$ cat src/rtl/apb_master_bridge_pkg.sv
// Shared types and default widths for the APB master bridge.
package apb_master_pkg;

    localparam int DEF_ADDR_W = 32;
    localparam int DEF_DATA_W = 32;

    typedef enum logic [1:0] {
        IDLE   = 2'd0,
        SETUP  = 2'd1,
        ACCESS = 2'd2
    } apb_state_t;

endpackage

$ cat src/rtl/apb_master_bridge_if.sv
// APB bus between the master bridge and the slave interface block.
interface apb_if
    import apb_master_pkg::*;
#(
    parameter int ADDR_W = DEF_ADDR_W,
    parameter int DATA_W = DEF_DATA_W
) ();

    logic [ADDR_W-1:0] PADDR;
    logic              PSEL;
    logic              PENABLE;
    logic              PWRITE;
    logic [DATA_W-1:0] PWDATA;
    logic [DATA_W-1:0] PRDATA;
    logic              PREADY;
    logic              PSLVERR;

    modport master (
        output PADDR, PSEL, PENABLE, PWRITE, PWDATA,
        input  PRDATA, PREADY, PSLVERR
    );

    modport slave (
        input  PADDR, PSEL, PENABLE, PWRITE, PWDATA,
        output PRDATA, PREADY, PSLVERR
    );

endinterface

$ cat src/rtl/apb_master_bridge_wait_timer.sv
// ACCESS-phase wait counter with limit compare.
// Only instantiated when APB_TIMEOUT_EN is defined.
module apb_wait_timer #(
    parameter int TIMEOUT_CYCLES = 16
) (
    input  logic pclk,
    input  logic n_rst,
    input  logic in_access,
    input  logic pready,
    output logic expired
);

    localparam int CW = $clog2(TIMEOUT_CYCLES + 1);

    logic [CW-1:0] wait_cnt;

    // Count stalled ACCESS cycles; any other state clears it so each ACCESS starts at zero.
    always_ff @(posedge pclk or negedge n_rst) begin
        if (!n_rst) begin
            wait_cnt <= '0;
        end else if (!in_access) begin
            wait_cnt <= '0;
        end else if (!pready) begin
            wait_cnt <= wait_cnt + CW'(1);
        end
    end

    assign expired = in_access && !pready && (wait_cnt == CW'(TIMEOUT_CYCLES - 1));

endmodule

$ cat src/rtl/apb_master_bridge.sv
// APB master bridge: turns a valid/ready request into a SETUP/ACCESS APB transfer
// and returns a one-cycle response pulse with read data and error status.
// Optional feature: define APB_TIMEOUT_EN to abort ACCESS after TIMEOUT_CYCLES stalled cycles.
module apb_master_bridge
    import apb_master_pkg::*;
#(
    parameter int ADDR_W         = DEF_ADDR_W,
    parameter int DATA_W         = DEF_DATA_W,
    parameter int TIMEOUT_CYCLES = 16
) (
    input  logic              pclk,
    input  logic              n_rst,
    input  logic              req_valid,
    output logic              req_ready,
    input  logic              req_write,
    input  logic [ADDR_W-1:0] req_addr,
    input  logic [DATA_W-1:0] req_wdata,
    output logic              rsp_valid,
    output logic [DATA_W-1:0] rsp_rdata,
    output logic              rsp_err,
    apb_if.master             apb
);

    apb_state_t        state;
    apb_state_t        next_state;
    logic              psel;
    logic              penable;
    logic              complete;
    logic              abort;
    logic              accept;
    logic              timeout_hit;
    logic [ADDR_W-1:0] paddr_q;
    logic [DATA_W-1:0] pwdata_q;
    logic              pwrite_q;

`ifdef APB_TIMEOUT_EN
    apb_wait_timer #(
        .TIMEOUT_CYCLES (TIMEOUT_CYCLES)
    ) u_wait_timer (
        .pclk      (pclk),
        .n_rst     (n_rst),
        .in_access (state == ACCESS),
        .pready    (apb.PREADY),
        .expired   (timeout_hit)
    );
`else
    assign timeout_hit = 1'b0;
`endif

    assign accept = req_valid && req_ready;

    // State register; reset drops any APB cycle in flight because PSEL/PENABLE decode from state.
    always_ff @(posedge pclk or negedge n_rst) begin
        if (!n_rst) begin
            state <= IDLE;
        end else begin
            state <= next_state;
        end
    end

    // Next state and APB phase decode; the completion cycle doubles as an accept slot.
    always_comb begin
        next_state = state;
        req_ready  = 1'b0;
        psel       = 1'b0;
        penable    = 1'b0;
        complete   = 1'b0;
        abort      = 1'b0;
        case (state)
            IDLE: begin
                req_ready = 1'b1;
                if (req_valid) begin
                    next_state = SETUP;
                end
            end
            SETUP: begin
                psel       = 1'b1;
                next_state = ACCESS;
            end
            ACCESS: begin
                psel    = 1'b1;
                penable = 1'b1;
                if (apb.PREADY) begin
                    complete   = 1'b1;
                    req_ready  = 1'b1;
                    next_state = req_valid ? SETUP : IDLE;
                end else if (timeout_hit) begin
                    abort      = 1'b1;
                    next_state = IDLE;
                end
            end
            default: begin
                next_state = IDLE;
            end
        endcase
    end

    // Capture the request onto the APB address/data/direction; held until the next accept.
    always_ff @(posedge pclk or negedge n_rst) begin
        if (!n_rst) begin
            paddr_q  <= '0;
            pwdata_q <= '0;
            pwrite_q <= 1'b0;
        end else if (accept) begin
            paddr_q  <= req_addr;
            pwdata_q <= req_wdata;
            pwrite_q <= req_write;
        end
    end

    // Response registers: one-cycle valid pulse, data and error held until the next completion.
    always_ff @(posedge pclk or negedge n_rst) begin
        if (!n_rst) begin
            rsp_valid <= 1'b0;
            rsp_err   <= 1'b0;
            rsp_rdata <= '0;
        end else begin
            rsp_valid <= complete || abort;
            if (complete) begin
                rsp_err   <= apb.PSLVERR;
                rsp_rdata <= pwrite_q ? '0 : apb.PRDATA;
            end else if (abort) begin
                rsp_err   <= 1'b1;
                rsp_rdata <= '0;
            end
        end
    end

    assign apb.PSEL    = psel;
    assign apb.PENABLE = penable;
    assign apb.PADDR   = paddr_q;
    assign apb.PWDATA  = pwdata_q;
    assign apb.PWRITE  = pwrite_q;

endmodule

$ cat src/flat_wrapper.sv
// flat-port wrapper written by rule: the top's interface ports become plain ports
module apb_master_bridge_flat import apb_master_pkg::*;
#(
    parameter int ADDR_W         = DEF_ADDR_W,
    parameter int DATA_W         = DEF_DATA_W,
    parameter int TIMEOUT_CYCLES = 16
)
  (pclk, n_rst, req_valid, req_ready, req_write, req_addr, req_wdata, rsp_valid, rsp_rdata, rsp_err, apb_PADDR, apb_PSEL, apb_PENABLE, apb_PWRITE, apb_PWDATA, apb_PRDATA, apb_PREADY, apb_PSLVERR);
  apb_if #(.ADDR_W(ADDR_W), .DATA_W(DATA_W)) apb_i ();
  input  logic pclk;
  input  logic n_rst;
  input  logic req_valid;
  output logic req_ready;
  input  logic req_write;
  input  logic [ADDR_W-1:0] req_addr;
  input  logic [DATA_W-1:0] req_wdata;
  output logic rsp_valid;
  output logic [DATA_W-1:0] rsp_rdata;
  output logic rsp_err;
  output wire logic [$bits(apb_i.PADDR)-1:0] apb_PADDR;
  output wire logic [$bits(apb_i.PSEL)-1:0] apb_PSEL;
  output wire logic [$bits(apb_i.PENABLE)-1:0] apb_PENABLE;
  output wire logic [$bits(apb_i.PWRITE)-1:0] apb_PWRITE;
  output wire logic [$bits(apb_i.PWDATA)-1:0] apb_PWDATA;
  input wire logic [$bits(apb_i.PRDATA)-1:0] apb_PRDATA;
  input wire logic [$bits(apb_i.PREADY)-1:0] apb_PREADY;
  input wire logic [$bits(apb_i.PSLVERR)-1:0] apb_PSLVERR;
  assign apb_PADDR = apb_i.PADDR;
  assign apb_PSEL = apb_i.PSEL;
  assign apb_PENABLE = apb_i.PENABLE;
  assign apb_PWRITE = apb_i.PWRITE;
  assign apb_PWDATA = apb_i.PWDATA;
  assign apb_i.PRDATA = apb_PRDATA;
  assign apb_i.PREADY = apb_PREADY;
  assign apb_i.PSLVERR = apb_PSLVERR;
  apb_master_bridge #(.ADDR_W(ADDR_W), .DATA_W(DATA_W), .TIMEOUT_CYCLES(TIMEOUT_CYCLES)) u_core (.pclk(pclk), .n_rst(n_rst), .req_valid(req_valid), .req_ready(req_ready), .req_write(req_write), .req_addr(req_addr), .req_wdata(req_wdata), .rsp_valid(rsp_valid), .rsp_rdata(rsp_rdata), .rsp_err(rsp_err), .apb(apb_i));
endmodule
$ cat config.mk
export PLATFORM = sky130hd
export DESIGN_NAME = apb_master_bridge_flat
export DESIGN_NICKNAME = d
export VERILOG_FILES = /design/src/rtl/apb_master_bridge_pkg.sv /design/src/rtl/apb_master_bridge_if.sv /design/src/rtl/apb_master_bridge_wait_timer.sv /design/src/rtl/apb_master_bridge.sv /design/src/flat_wrapper.sv
export SDC_FILE = /design/constraint.sdc
export NUM_CORES = 1
export LEC_CHECK = 0
export ABC_AREA = 1
export BUFFER_PORTS_ARGS = -buffer_cell sky130_fd_sc_hd__buf_2
export CAP_MARGIN = 10
export CORE_MARGIN = 4
export CORE_UTILIZATION = 49
export DETAILED_ROUTE_END_ITERATION = 8
export GPL_ROUTABILITY_DRIVEN = 1
export PLACE_DENSITY = 0.82
export SYNTH_ARGS = -nofsm -noshare
export SYNTH_HDL_FRONTEND = slang
export SYNTH_SLANG_ARGS = --single-unit
$ cat constraint.sdc
create_clock -name pclk -period 2.3 [get_ports pclk]
set_input_delay 0 -clock pclk [delete_from_list [all_inputs] [get_ports pclk]]
set_output_delay 0 -clock pclk [all_outputs]
set_load 0.1 [all_outputs]
==> results.yml, run 1 <==
global_route:
  grt_pass1_wl_um: 21360
  grt_pass1_vias: 4384
  antenna_found_initial: 0
  grt_max_degree: 68
  grt_use_total_pct: 27.08
  grt-ovfl-total: 0
synthesis:
  synth_warnings: 0
  syn_area_um2: 4130
  synth_edf_count: 0
  synth_seq_cells: 101
  netlist_top_cells_area: "dfrtp_1 (61%), nand2_1 (19%), nand3_1 (8.2%)"
  synth.most_common_cell: "nand2_1"
  synth_top_cell_area_share_pct: 61.19
  synthCells: 457
  yosysTopAreaCell: "dfrtp_1"
  synth_top_cells_by_count: "nand2_1 (210), dfrtp_1 (101), nand3_1 (68)"
  ys_seq_area_share_pct: 61.19
  synth_cell_types: 11
  async_reset_ff_share_pct: 100.0
  ys.flop_type: "dfrtp_1"
  syn_area_per_cell_um2: 9.038
  synth_nets: 564
sta:
  fmax_mhz: 510.1
  drv_slew: 0
  setup_viol: 0
  period_share_pct: 85.23
  rsz0062_at_grt: "no"
  worst_pin_slew_ns: 0.6930
  fin_tns_setup_ns: 0
  skew_ns: 0.01723
  finalHoldViolCount: 0
  timing.slew.headroom_pct: 53.80
  fin_crit_ns: 1.960
finish:
  post-route-cell-area_um2: 6349
  nFillCells: 550
  syn_to_final_growth_pct: 53.71
  num_antenna_cells: 0
  drive_gt1_share_pct: 30.36
  nets: 853
detailed_routing:
  drt-initial-drc-count: 209
  dr.pass1.iters: 5
  wirelength_um: 13320
  wire_per_inst_um: 15.55
  viasPerCell: 5.029
  antenna_left: 0
  num_vias: 4305
  drc: 0
cts:
  clock_latency_ns: 0.35
  clk_root_buffer_cell: "clkbuf_8"
  cts_buffer_depth: 2
  postCtsHoldBufs: 99
  cts_tree: "built"
  clk_pin_slew_ns: 0.09
  cts_setup_buffers: 0
  post_cts_resized: 0
  htree_levels: 3
  numCtsBuffers: 9
  cts_sinks: 101
critical_path:
  arrival_ns: 1.96
  critPathCaptureType: "output pin"
  crit_path_max_fanout: 15
  crit_required_ns: 2.30
  start_kind: "flip-flop"
  crit_type: "flip-flop to output pin"
placement:
  portBuffers: 203
  place.gp.congestion: 0.7848
  place_area_um2: 5167
  hpwl_um: 7570
job:
  max_cap_violations: 0
die:
  die_w_um: 99.81
  core_area_um2: 8217
  die-area_um2: 9962
  die_h_um: 99.81
  ios: 204
  rows: 33
  initial_utilization_pct: 50.27
status:
  status: "finished clean"
min_path:
  hp-class: "primary input to flip-flop"
[placed cells by master, fill, tap and decap left out]
| master | netlist | layout |
|---|---|---|
| nand2_1 | 210 | 209 |
| buf_2 | 14 | 202 |
| dfrtp_1 | 101 | 101 |
| dlygate4sd3_1 | 0 | 99 |
| nand3_1 | 68 | 67 |
| o21ai_0 | 33 | 33 |
| clkbuf_8 | 0 | 9 |
| inv_1 | 8 | 8 |
| buf_4 | 1 | 5 |
| ha_1 | 5 | 4 |
| buf_12 | 0 | 3 |
| clkinvlp_4 | 0 | 2 |
| clkbuf_1 | 6 | 2 |
| inv_2 | 1 | 1 |
| nand2_2 | 0 | 1 |
| nand3_2 | 0 | 1 |
| ha_2 | 0 | 1 |
| bufinv_16 | 0 | 1 |
| inv_6 | 0 | 1 |
| clkinv_2 | 0 | 1 |
[metal layers]
layer  share of wire (%)  up-vias  track usage, %
met5                   0        -               0
met3                 5.4       44           4.170
li1                    -     2021               -
met4                 3.8        0           13.03
met1                  36     2053           30.37
met2                  55      187           49.92
[sequential cells by signal (all words and copies together) (netlist names)]
register / count
u_core.apb.PADDR: 32
u_core.rsp_valid: 1
u_core.state: 2
u_core.rsp_rdata: 32
u_core.apb.PWDATA: 32
u_core.rsp_err: 1
u_core.apb.PWRITE: 1
[worst max-delay path, stage by stage (launching register included)]
cell and delay [ns]:
dfrtp_1 0.42, inv_1 0.12, ha_1 0.21, nand3_1 0.10, nand2_2 0.27, buf_2 0.50
[kinds of logic after synthesis]
group	synth area share (%)
buf+inv	5.968
simple gates	27.33
flops	61.19
compound gates	3.999
fa+ha+maj	1.515
[worst paths after layout]
path	start	end	slack, ns	cells past startpoint
worst min-delay path	apb_PREADY	u_core.state[1]	0.02	5
min in group asynchronous	n_rst	u_core.apb.PADDR[20]	0.16	2
max in group asynchronous	n_rst	u_core.apb.PWDATA[26]	1.46	3
worst max-delay path	u_core.state[0]	req_ready	0.34	5
worst max register to register	u_core.state[0]	u_core.apb.PADDR[2]	0.54	7
worst min register to register	u_core.apb.PADDR[17]	u_core.apb.PADDR[17]	0.48	2
[cell type report]
type	instances	area (um^2)	share of cell area, %
clock inverters	5	58.81	0.9263
inverters	9	33.78	0.5321
multi-input cells	316	1366	21.52
flip-flops and latches	101	2527	39.81
well taps	105	131.4	2.069
clock buffers	11	131.4	2.069
repair buffers	309	2100	33.07
[through the flow]
step | util, % | setup slack [ns] | std cells | hold WS, ns
final | 77.27 | 0.3397 | 856 | 0.02070
after CTS | 77.27 | 0.3175 | 856 | 0.002267
after detailed placement | 62.89 | 0.6027 | 741 | 0.03269
after floorplan | - | 0.2660 | 457 | -0.2956
after global routing | 77.27 | 0.2131 | 856 | 0.04971
after global placement | 62.89 | 0.6938 | 741 | 0.02620
Power of run 1 is left out: the tool's default activity adds up to more than one toggle a clock period on the data nets, which glitch-free logic cannot reach.
==> run 2: changes to the inputs <==
CELL_PAD_IN_SITES_DETAIL_PLACEMENT = 1   (was not set)
CELL_PAD_IN_SITES_GLOBAL_PLACEMENT = 1   (was not set)
CORE_UTILIZATION = 35   (was 49)
==> run 2 against run 1 <==
Net effect: final cell count rose by 5.0%; setup slack got worse by 0.037 ns; critical path depth did not move; count of clock-buffer cells in the layout fell by 1; maximum frequency fell by 1.8%; via count rose by 0.74%; clock skew fell by 0.0098 ns; design area rose by 3.0%; global-route usage fell by 4.0 points; first-iteration DRC count rose by 18%; utilization fell by 20 points.
==> results.yml, run 2 (same netlist as run 1, synthesis figures left out) <==
die:
  die_w_um: 116.6
  ios: 204
  die_h_um: 116.6
  rows: 39
  core_area_um2: 11470
  die-area_um2: 13600
  initial_utilization_pct: 36.02
sta:
  rsz0062_at_grt: "no"
  worst_pin_slew_ns: 0.6989
  fmax_mhz: 500.8
  timing.slew.headroom_pct: 53.40
  period_share_pct: 86.82
  fin_tns_setup_ns: 0
  drv_slew: 0
  fin_ws_ns: 0.3032
  finalHoldViolCount: 0
  fin_crit_ns: 1.997
  setup_viol: 0
  hold_ws_ns: 0.05391
  skew_ns: 0.007391
finish:
  nets: 854
  final_common_cell: "nand2_1"
  syn_to_final_growth_pct: 58.26
  layout_common_cells: "nand2_1 (208), buf_2 (202), dfrtp_1 (101)"
  final_util_pct: 57.00
  drive_gt1_share_pct: 30.85
  nFillCells: 1379
cts:
  cts_sinks: 101
  clk_root_buffer_cell: "clkbuf_16"
  htree_levels: 3
  clk_pin_slew_ns: 0.07
  cts_buffer_depth: 2
  cts_tree: "built"
  clock_latency_ns: 0.34
  numCtsBuffers: 9
  post_cts_resized: 0
global_route:
  antenna_found_initial: 4
  grt_pass1_wl_um: 24300
  grt_max_degree: 67
  grt-ovfl-total: 0
  grt_pass1_vias: 4836
  grt_use_total_pct: 23.10
critical_path:
  crit_type: "flip-flop to output pin"
  crit_path_max_fanout: 20
  critPathCaptureType: "output pin"
  arrival_ns: 2.00
  start_kind: "flip-flop"
  crit_required_ns: 2.30
detailed_routing:
  antenna_left: 0
  wirelength_um: 15930
  drc: 0
  num_vias: 4337
  drt-initial-drc-count: 246
  dr.pass1.iters: 4
  wire_per_inst_um: 17.72
  viasPerCell: 4.824
job:
  max_cap_violations: 0
placement:
  place_ws_ns: 0.5831
  hpwl_um: 9309
  place.gp.congestion: 0.7927
  portBuffers: 203
status:
  status: "finished clean"
min_path:
  hp-class: "primary input to flip-flop"
-- run 2: cell types whose count changed in the layout (fill, tap and decap cells not counted), sizes merged --
cell | previous run | this run
diode | 0 | 4
clkinvlp | 2 | 0
buf | 210 | 211
clkinv | 1 | 3
clkbuf | 11 | 10
bufinv | 1 | 2
-- run 2: final cells by class --
class | instances | area, um^2 | area share, %
clock buffer | 10 | 239.0 | 3.656
tap | 143 | 178.9 | 2.737
antenna | 4 | 10.01 | 0.1531
multi-input combinational | 316 | 1369 | 20.94
inverter | 9 | 33.78 | 0.5168
clock inverter | 6 | 83.83 | 1.283
sequential | 101 | 2527 | 38.67
timing repair buffer | 310 | 2095 | 32.04
-- run 2: worst max-delay path, cell delays in order (launching register included) --
cell and delay (ns):
dfrtp_1 0.41, inv_1 0.11, ha_2 0.22, nand3_1 0.09, nand2_2 0.31, buf_2 0.51
-- run 2: metrics by stage --
step / cells / area [um^2]
after floorplan: 457 / 4133
after global placement: 780 / 5213
after detailed placement: 780 / 5213
after CTS: 895 / 6526
after global routing: 899 / 6536
final: 899 / 6536
-- run 2: worst paths after layout --
path                       depth (start not counted)           startpoint                    to  slack, ns
max reg2reg                                        7      u_core.state[0]  u_core.apb.PADDR[15]       0.55
max in group asynchronous                          3                n_rst  u_core.rsp_rdata[27]       1.31
min reg2reg                                        2  u_core.apb.PADDR[8]   u_core.apb.PADDR[8]       0.47
min in group asynchronous                          2                n_rst  u_core.apb.PADDR[21]       0.24
min                                                5           apb_PREADY       u_core.state[1]       0.05
max                                                5      u_core.state[0]             req_ready       0.30
-- run 2: per-layer routing --
| layer | GRT usage (%) | wire, um | up-vias |
|---|---|---|---|
| met2 | 43.52 | 8857 | 148 |
| met5 | 0 | 0 | - |
| met1 | 24.72 | 5728 | 2119 |
| li1 | - | - | 2028 |
| met3 | 4.249 | 762 | 42 |
| met4 | 11.01 | 580 | 0 |
-- run 2: what timing repair did --
action / in CTS / in global routing
endpoints found under the hold margin: 148 / 0
hold buffers: 99 / 0
setup buffers: 0 / 0
Power of run 2 is left out for the same reason.
